**config.mk**
```make
export PLATFORM = sky130hd
export DESIGN_NAME = instr_fetch_unit_flat
export DESIGN_NICKNAME = d
export VERILOG_FILES = /design/src/rtl/instr_fetch_unit_if.sv /design/src/rtl/instr_fetch_unit.sv /design/src/flat_wrapper.sv
export SDC_FILE = /design/constraint.sdc
export NUM_CORES = 1
export LEC_CHECK = 0
export ABC_AREA = 1
export CORE_MARGIN = 1
export CORE_UTILIZATION = 43
export CTS_CLUSTER_DIAMETER = 80
export DETAILED_ROUTE_END_ITERATION = 10
export GPL_TIMING_DRIVEN = 1
export PLACE_DENSITY_LB_ADDON = 0.08
export SKIP_LAST_GASP = 1
export SLEW_MARGIN = 10
export SYNTH_ARGS = -nofsm -noshare
export SYNTH_HDL_FRONTEND = slang
export SYNTH_SLANG_ARGS = --single-unit
```
**constraint.sdc**
```tcl
create_clock -name clk -period 1.6 [get_ports clk]
set_input_delay 0.32 -clock clk [delete_from_list [all_inputs] [get_ports clk]]
set_output_delay 0.32 -clock clk [all_outputs]
set_load 0.005 [all_outputs]
```
**src/rtl/instr_fetch_unit_if.sv**
```systemverilog
// Purpose: bundles the ROM port, decode handshake and redirect/stall controls of the fetch unit.
// Latency: none (wires only).
// Backpressure: decode applies backpressure through ir_ready; execute redirects via jump_en/jump_addr.
// Ports (master = fetch unit side):
//   rom_addr/rom_data         ROM address out, combinational read data in
//   jump_en/jump_addr/stall   redirect and fetch-inhibit controls in
//   ir_valid/ir_ready         instruction handshake to decode
//   ir_opcode/ir_operand/ir_pc assembled instruction to decode
interface instr_fetch_unit_if #(
    parameter int ADDR_W = 8,
    parameter int DATA_W = 8
);
    logic [ADDR_W-1:0] rom_addr;
    logic [DATA_W-1:0] rom_data;
    logic              jump_en;
    logic [ADDR_W-1:0] jump_addr;
    logic              stall;
    logic              ir_valid;
    logic              ir_ready;
    logic [DATA_W-1:0] ir_opcode;
    logic [DATA_W-1:0] ir_operand;
    logic [ADDR_W-1:0] ir_pc;

    modport master (
        output rom_addr,
        input  rom_data,
        input  jump_en,
        input  jump_addr,
        input  stall,
        output ir_valid,
        input  ir_ready,
        output ir_opcode,
        output ir_operand,
        output ir_pc
    );

    modport slave (
        input  rom_addr,
        output rom_data,
        output jump_en,
        output jump_addr,
        output stall,
        input  ir_valid,
        output ir_ready,
        input  ir_opcode,
        input  ir_operand,
        input  ir_pc
    );
endinterface

```
**src/rtl/instr_fetch_unit.sv**
```systemverilog
// Purpose: PC + fetch FSM assembling 1/2-byte instructions from a combinational ROM for decode.
// Latency: 1-byte instr valid 1 cycle after fetch starts, 2-byte after 2; 1 bubble after a jump.
// Backpressure: instruction held stable while ir_ready=0; next opcode fetched in the accept cycle.
// Ports: clk, rst (sync, active-high), bus (instr_fetch_unit_if.master).
// Optional: define IFU_STATS_EN to add output fetch_count[15:0], a saturating count of
//   accepted instructions, cleared only by rst.
module instr_fetch_unit #(
    parameter int                ADDR_W   = 8,
    parameter int                DATA_W   = 8,
    parameter logic [ADDR_W-1:0] RESET_PC = '0
) (
    input  logic                 clk,
    input  logic                 rst,
    instr_fetch_unit_if.master   bus
`ifdef IFU_STATS_EN
    ,
    output logic [15:0]          fetch_count
`endif
);

    typedef enum logic [1:0] {
        FETCH_OP  = 2'd0,
        FETCH_ARG = 2'd1,
        HOLD      = 2'd2
    } state_t;

    state_t            state_q, state_n;
    logic [ADDR_W-1:0] pc_q, pc_n;
    logic              valid_q, valid_n;
    logic [DATA_W-1:0] opcode_q, opcode_n;
    logic [DATA_W-1:0] operand_q, operand_n;
    logic [ADDR_W-1:0] irpc_q, irpc_n;

    logic              accept;
    logic              two_byte;

    assign bus.rom_addr   = pc_q;
    assign bus.ir_valid   = valid_q;
    assign bus.ir_opcode  = opcode_q;
    assign bus.ir_operand = operand_q;
    assign bus.ir_pc      = irpc_q;

    assign accept   = valid_q & bus.ir_ready;
    assign two_byte = bus.rom_data[DATA_W-1];

    always_ff @(posedge clk) begin
        if (rst) begin
            state_q   <= FETCH_OP;
            pc_q      <= RESET_PC;
            valid_q   <= 1'b0;
            opcode_q  <= '0;
            operand_q <= '0;
            irpc_q    <= '0;
        end else begin
            state_q   <= state_n;
            pc_q      <= pc_n;
            valid_q   <= valid_n;
            opcode_q  <= opcode_n;
            operand_q <= operand_n;
            irpc_q    <= irpc_n;
        end
    end

    always_comb begin
        state_n   = state_q;
        pc_n      = pc_q;
        valid_n   = valid_q;
        opcode_n  = opcode_q;
        operand_n = operand_q;
        irpc_n    = irpc_q;

        // An opcode fetch starts either from idle or in the cycle the held
        // instruction is accepted, so back-to-back 1-byte instrs run at 1/cycle.
        if ((state_q == FETCH_OP && !bus.stall) ||
            (state_q == HOLD && bus.ir_ready && !bus.stall)) begin
            opcode_n = bus.rom_data;
            irpc_n   = pc_q;
            pc_n     = pc_q + ADDR_W'(1);
            if (two_byte) begin
                valid_n = 1'b0;
                state_n = FETCH_ARG;
            end else begin
                operand_n = '0;
                valid_n   = 1'b1;
                state_n   = HOLD;
            end
        end else if (state_q == FETCH_ARG) begin
            // stall is deliberately ignored: a started instruction completes.
            operand_n = bus.rom_data;
            pc_n      = pc_q + ADDR_W'(1);
            valid_n   = 1'b1;
            state_n   = HOLD;
        end else if (state_q == HOLD && bus.ir_ready) begin
            valid_n = 1'b0;
            state_n = FETCH_OP;
        end

        // Redirect overrides everything; a same-cycle handshake still counts
        // as accepted but the fetch-on-accept above is discarded.
        if (bus.jump_en) begin
            pc_n    = bus.jump_addr;
            valid_n = 1'b0;
            state_n = FETCH_OP;
        end
    end

`ifdef IFU_STATS_EN
    always_ff @(posedge clk) begin
        if (rst) begin
            fetch_count <= '0;
        end else if (accept && fetch_count != 16'hFFFF) begin
            fetch_count <= fetch_count + 16'd1;
        end
    end
`else
    logic unused_accept;
    assign unused_accept = accept;
`endif

endmodule

```
**src/flat_wrapper.sv**
```systemverilog
// flat-port wrapper written by rule: the top's interface ports become plain ports
module instr_fetch_unit_flat 
#(
    parameter int                ADDR_W   = 8,
    parameter int                DATA_W   = 8,
    parameter logic [ADDR_W-1:0] RESET_PC = '0
)
  (clk, rst, bus_rom_addr, bus_rom_data, bus_jump_en, bus_jump_addr, bus_stall, bus_ir_valid, bus_ir_ready, bus_ir_opcode, bus_ir_operand, bus_ir_pc);
  instr_fetch_unit_if #(.ADDR_W(ADDR_W), .DATA_W(DATA_W)) bus_i ();
  input  logic clk;
  input  logic rst;
  output wire logic [$bits(bus_i.rom_addr)-1:0] bus_rom_addr;
  input wire logic [$bits(bus_i.rom_data)-1:0] bus_rom_data;
  input wire logic [$bits(bus_i.jump_en)-1:0] bus_jump_en;
  input wire logic [$bits(bus_i.jump_addr)-1:0] bus_jump_addr;
  input wire logic [$bits(bus_i.stall)-1:0] bus_stall;
  output wire logic [$bits(bus_i.ir_valid)-1:0] bus_ir_valid;
  input wire logic [$bits(bus_i.ir_ready)-1:0] bus_ir_ready;
  output wire logic [$bits(bus_i.ir_opcode)-1:0] bus_ir_opcode;
  output wire logic [$bits(bus_i.ir_operand)-1:0] bus_ir_operand;
  output wire logic [$bits(bus_i.ir_pc)-1:0] bus_ir_pc;
  assign bus_rom_addr = bus_i.rom_addr;
  assign bus_i.rom_data = bus_rom_data;
  assign bus_i.jump_en = bus_jump_en;
  assign bus_i.jump_addr = bus_jump_addr;
  assign bus_i.stall = bus_stall;
  assign bus_ir_valid = bus_i.ir_valid;
  assign bus_i.ir_ready = bus_ir_ready;
  assign bus_ir_opcode = bus_i.ir_opcode;
  assign bus_ir_operand = bus_i.ir_operand;
  assign bus_ir_pc = bus_i.ir_pc;
  instr_fetch_unit #(.ADDR_W(ADDR_W), .DATA_W(DATA_W), .RESET_PC(RESET_PC)) u_core (.clk(clk), .rst(rst), .bus(bus_i));
endmodule
```
Yosys cells after proc, flatten, opt, wreduce, memory -nomap -nowiden

Index checks and enable logic that the tools add are counted.

Flip-flop bits (word level): 35
Input bits: 21
Word-level logic and storage cells: 35

Add/sub/neg operators: 1
Muxes and demuxes: 14
Eq/ne operators: 3
Reduce and logical (&&, ||, !) cells: 11

Operators with widths:

| operator            | count |
|---|---|
| $mux 8              | 6 |
| $add 8x1->8 const B | 1 |
| $mux 2              | 4 |
| $reduce_bool 3->1   | 2 |
| $mux 1              | 4 |
| $logic_and 1x1->1   | 3 |
| $eq 2x1->1 const B  | 1 |
| $eq 2x2->1 const B  | 1 |
| $logic_not 2->1     | 1 |
| $ne 2x2->1 const B  | 1 |
| $reduce_and 2->1    | 1 |
| $reduce_bool 2->1   | 1 |
| $reduce_or 2->1     | 1 |
| $logic_not 1->1     | 1 |
| $logic_or 1x1->1    | 1 |

Longest topological paths before layout

Word-level depth: 6
Gate-level depth with buffers: 9

Worst setup path before layout

No wires, ideal clock.

Path type: register to register
Start: register u_core.pc_q[0], in the netlist u_core.bus.rom_addr[0]
End: register u_core.pc_q[2], in the netlist u_core.bus.rom_addr[2]
Cell stages (with the launch flop): 7
Buffers on the path: 0
Arrival: 1,016 ps
Library setup time: 133 ps
Path slack: 451 ps
Cell sequence: dfxtp_1 > ha_1 > or2_2 > nand3_1 > nand2_1 > nand2_1 > a21oi_1

Word-level cells in the longest chain between the ends: 4

Ends and longest elaborated chain:

| what                     | RTL line                                       | source |
|---|---|---|
| start: declaration       | instr_fetch_unit.sv:28                         | `logic [ADDR_W-1:0] pc_q, pc_n;` |
| start signal: assignment | instr_fetch_unit.sv:56                         | `pc_q <= pc_n;` |
| $add 8x1->8 (*)          | instr_fetch_unit.sv:78, instr_fetch_unit.sv:90 |  |
| $mux 8                   | instr_fetch_unit.sv:87                         | `end else if (state_q == FETCH_ARG) begin` |
| $mux 8 (*)               | instr_fetch_unit.sv:74                         | `if ((state_q == FETCH_OP && !bus.stall) \|\|` |
| $mux 8 (*)               | instr_fetch_unit.sv:100                        | `if (bus.jump_en) begin` |

Every way passes the cells marked *; elsewhere a longest branch is shown, timed or not. The select of a mux whose other input is x is not followed.
A chain may end at the register's enable or synchronous reset.

Final worst setup path

Start: register u_core.pc_q[2], in the netlist u_core.bus.rom_addr[2]
End: output bus_rom_addr[2]

RTL lines:

| what             | RTL line           | source |
|---|---|---|
| end: declaration | flat_wrapper.sv:12 | `output wire logic [$bits(bus_i.rom_addr)-1:0] bus_rom_addr;` |

No word-level cell between the ends.

==> summary.txt <==
CTS root buf = clkbuf_4
Most common cell in the netlist = nand2_1
Met3 usage in global routing = 0.05330
Number of synthesized flops with an enable pin = 0
Share of layout cells above drive strength 1 = 0.1144
Synthesis Warnings = 0
Lkg Pwr = 0.8978 nW
CTS Buffer Depth = 2
Adder-cell share of the synthesized area = 0.008525
Routability cong. = 0.8757
Slew HR = 0.8093
N_diodes = 0
Critical path arrival = 1260 ps
CTS tree = done
Final Max Tran Viols = 0
Worst min path class = reg2reg
Syn Std Cell Area = 1468 sq um
Ys async rst share = 0
Clk sinks = 34
Simple logic cell fraction of the synthesized area = 0.3035
Crit. path cell count = 1
Syn nets = 232
CTS buffer count = 5
Critical path's slowest cell = clkdlybuf4s50_1
Leading area contributor after synthesis = dfxtp_1
Netlist cell types = 21
Skew-Pair Late Insertion Delay = 340 ps
Crit-path cells = clkdlybuf4s50_1
Yosys top cell area share = 0.4638
# nets final = 292
Fmax = 634.1 MHz
Final setup viols = 0
Final routed DRC violation total = 0
Worst-path clk slew = 100 ps
Largest net degree at the start of global routing = 34
R2R depth = 8
Seq/Total Area, Yosys = 0.4638
Die ar. = 3651 sq um
Worst Hold Depth = 2
Routed length per instance = 10.88 um
Worst Setup Start Kind = flip-flop
Initial core utilization = 0.4655
Delay of the slowest critical-path stage = 510 ps
Global route overflow = 0
Setup Skew = 4.081 ps
Worst slack, placed = -28.11 ps
Worst-margin pin slew = 286.1 ps
Top delay family on crit path = buffers and inverters
# placed instances = 307
Setup crit end kind = output pin
Die X = 60.42 um
Largest family of logic cells by synthesized area = simple AND/OR/NAND/NOR gates
Final hold violation count = 0
Vias = 1,475
WP buf/inv = 1
Final TNS setup = 0 ps
Met1 global-route usage = 0.2801
Tmin final = 1577 ps
ANT nets after route = 0
Post-DP HPWL = 2557 um
Crit-path max FO = 8
First-pass GRT wire length = 5602 um
Power Total = 0.001751 W
DR vias/cell = 4.683
Setup CP Type = reg2out
Pwr dens = 804.3 nW/um^2
Crit path required time = 1280 ps
Fill cell count = 292
TritonRoute pass-1 iters = 4
Post-Route Utilization = 0.6905
H-Tree Depth = 2
Worst VDD drop = 0.0005091 V
Fin crit share = 0.9857
Tot GR Track Use = 0.2088
Most frequent cells after synthesis = nand2_1 (76), dfxtp_1 (34), a21oi_1 (25)
DR iter-0 viols = 64
# IOs = 54
Die height = 60.42 um
Flops & latches, synth = 34
Mean post-synth cell area = 6.989 sq um
Area Overhead vs Synth = 48.34%
Mux share of post-synthesis cell area = 0
Outcome = finished clean
XOR/XNOR Fraction of Synth Area = 0.01194
RSZ-0062 raised after global routing = yes
Initial antenna violation count = 0
Ys flop type = dfxtp_1
Post-synthesis cell count = 210
Synth Area in Compound Gates = 0.1355
I/O Buffers = 53
Max cap viols = 0
Placement Rows = 20
Worst Setup Slack, final = 22.90 ps
Met2 usage = 0.3155
Cell Count, Final, Fillers Out = 315
Post-Route WL = 3428 um
Top cells by area, synth = dfxtp_1 (46%), nand2_1 (19%), a21oi_1 (8.5%)
Busiest layer in global routing = met2
Core Footprint = 3153 sq um
Vias in the first global route = 1,280
through the flow:
step | area (sq um) | hold WS, ps
floorplan | 1468 | 457.4
global placement | 2101 | 447.9
detailed placement | 2101 | 453.6
CTS | 2166 | 468.5
global route | 2177 | 484.2
finish | 2177 | 466.9
kinds of logic after synthesis:
group | after synthesis
xor+xnor | 2
flops | 34
buf+inv | 27
fa+ha+maj | 1
compound gates | 35
simple gates | 111
flip-flops by register name (all words and copies together), names as in the netlist:
signal                 count
u_core.bus.ir_operand      8
u_core.bus.ir_opcode       8
u_core.bus.rom_addr        8
u_core.state_q             1
u_core.bus.ir_valid        1
u_core.bus.ir_pc           8
cell usage in the layout (no fill, tap or decap), types with 2 or more instances in the layout:
cell type         n
inv_1            16
o21bai_1          2
dfxtp_1          27
nor2_1           17
dfxtp_2           4
nand2_2           4
clkdlybuf4s50_1  53
dfxtp_4           3
inv_2             2
a211oi_1          5
xor2_1            2
clkbuf_4          5
a21oi_1          25
buf_4             7
buf_12            2
nand2_1          76
nand3_1          12
worst min-delay path: stages, from the launching register on:
cell and delay, ps:
dfxtp_1 320, nand2_1 60, a21oi_1 50
layer usage:
metal | share of wire | wire, um | up-vias
met4 | 0.019 | 65 | 0
met3 | 0.063 | 217 | 7
li1 | - | - | 789
met2 | 0.41 | 1419 | 46
met5 | 0 | 0 | -
met1 | 0.50 | 1726 | 633
report_power, final:
group	leakage [nW]	internal (W)	switching, W	total (W)
logic	0.581	0.000187	0.000145	0.000332
clock network	0.0353	0.000213	0.000281	0.000494
registers	0.282	0.000891	0.0000338	0.000924
final cells by class:
cell class	count	area, sq um	area share
flip-flops and latches	34	696.9	0.3201
multi-input cells	149	674.4	0.3098
repair buffers	62	623.1	0.2862
inverters	18	67.56	0.03103
clock buffers	7	55.05	0.02529
well taps	44	55.05	0.02529
clock inverters	1	5.005	0.002299
path summary, 6_finish.rpt:
check	from	to	slack (ps)
setup / recovery	u_core.bus.rom_addr[2]	bus_rom_addr[2]	20
hold / removal	u_core.bus.ir_operand[0]	u_core.bus.ir_operand[0]	470
setup reg to reg	u_core.state_q[0]	u_core.bus.ir_valid	360
hold reg to reg	u_core.bus.ir_operand[0]	u_core.bus.ir_operand[0]	470
repair_timing:
item / in CTS / in global routing
resized for setup: 4 / 6
setup endpoints to repair: 4 / 6
hold buffers: 0 / 0
buffers inserted: 0 / 0
(Power assumes the default switching activity.)
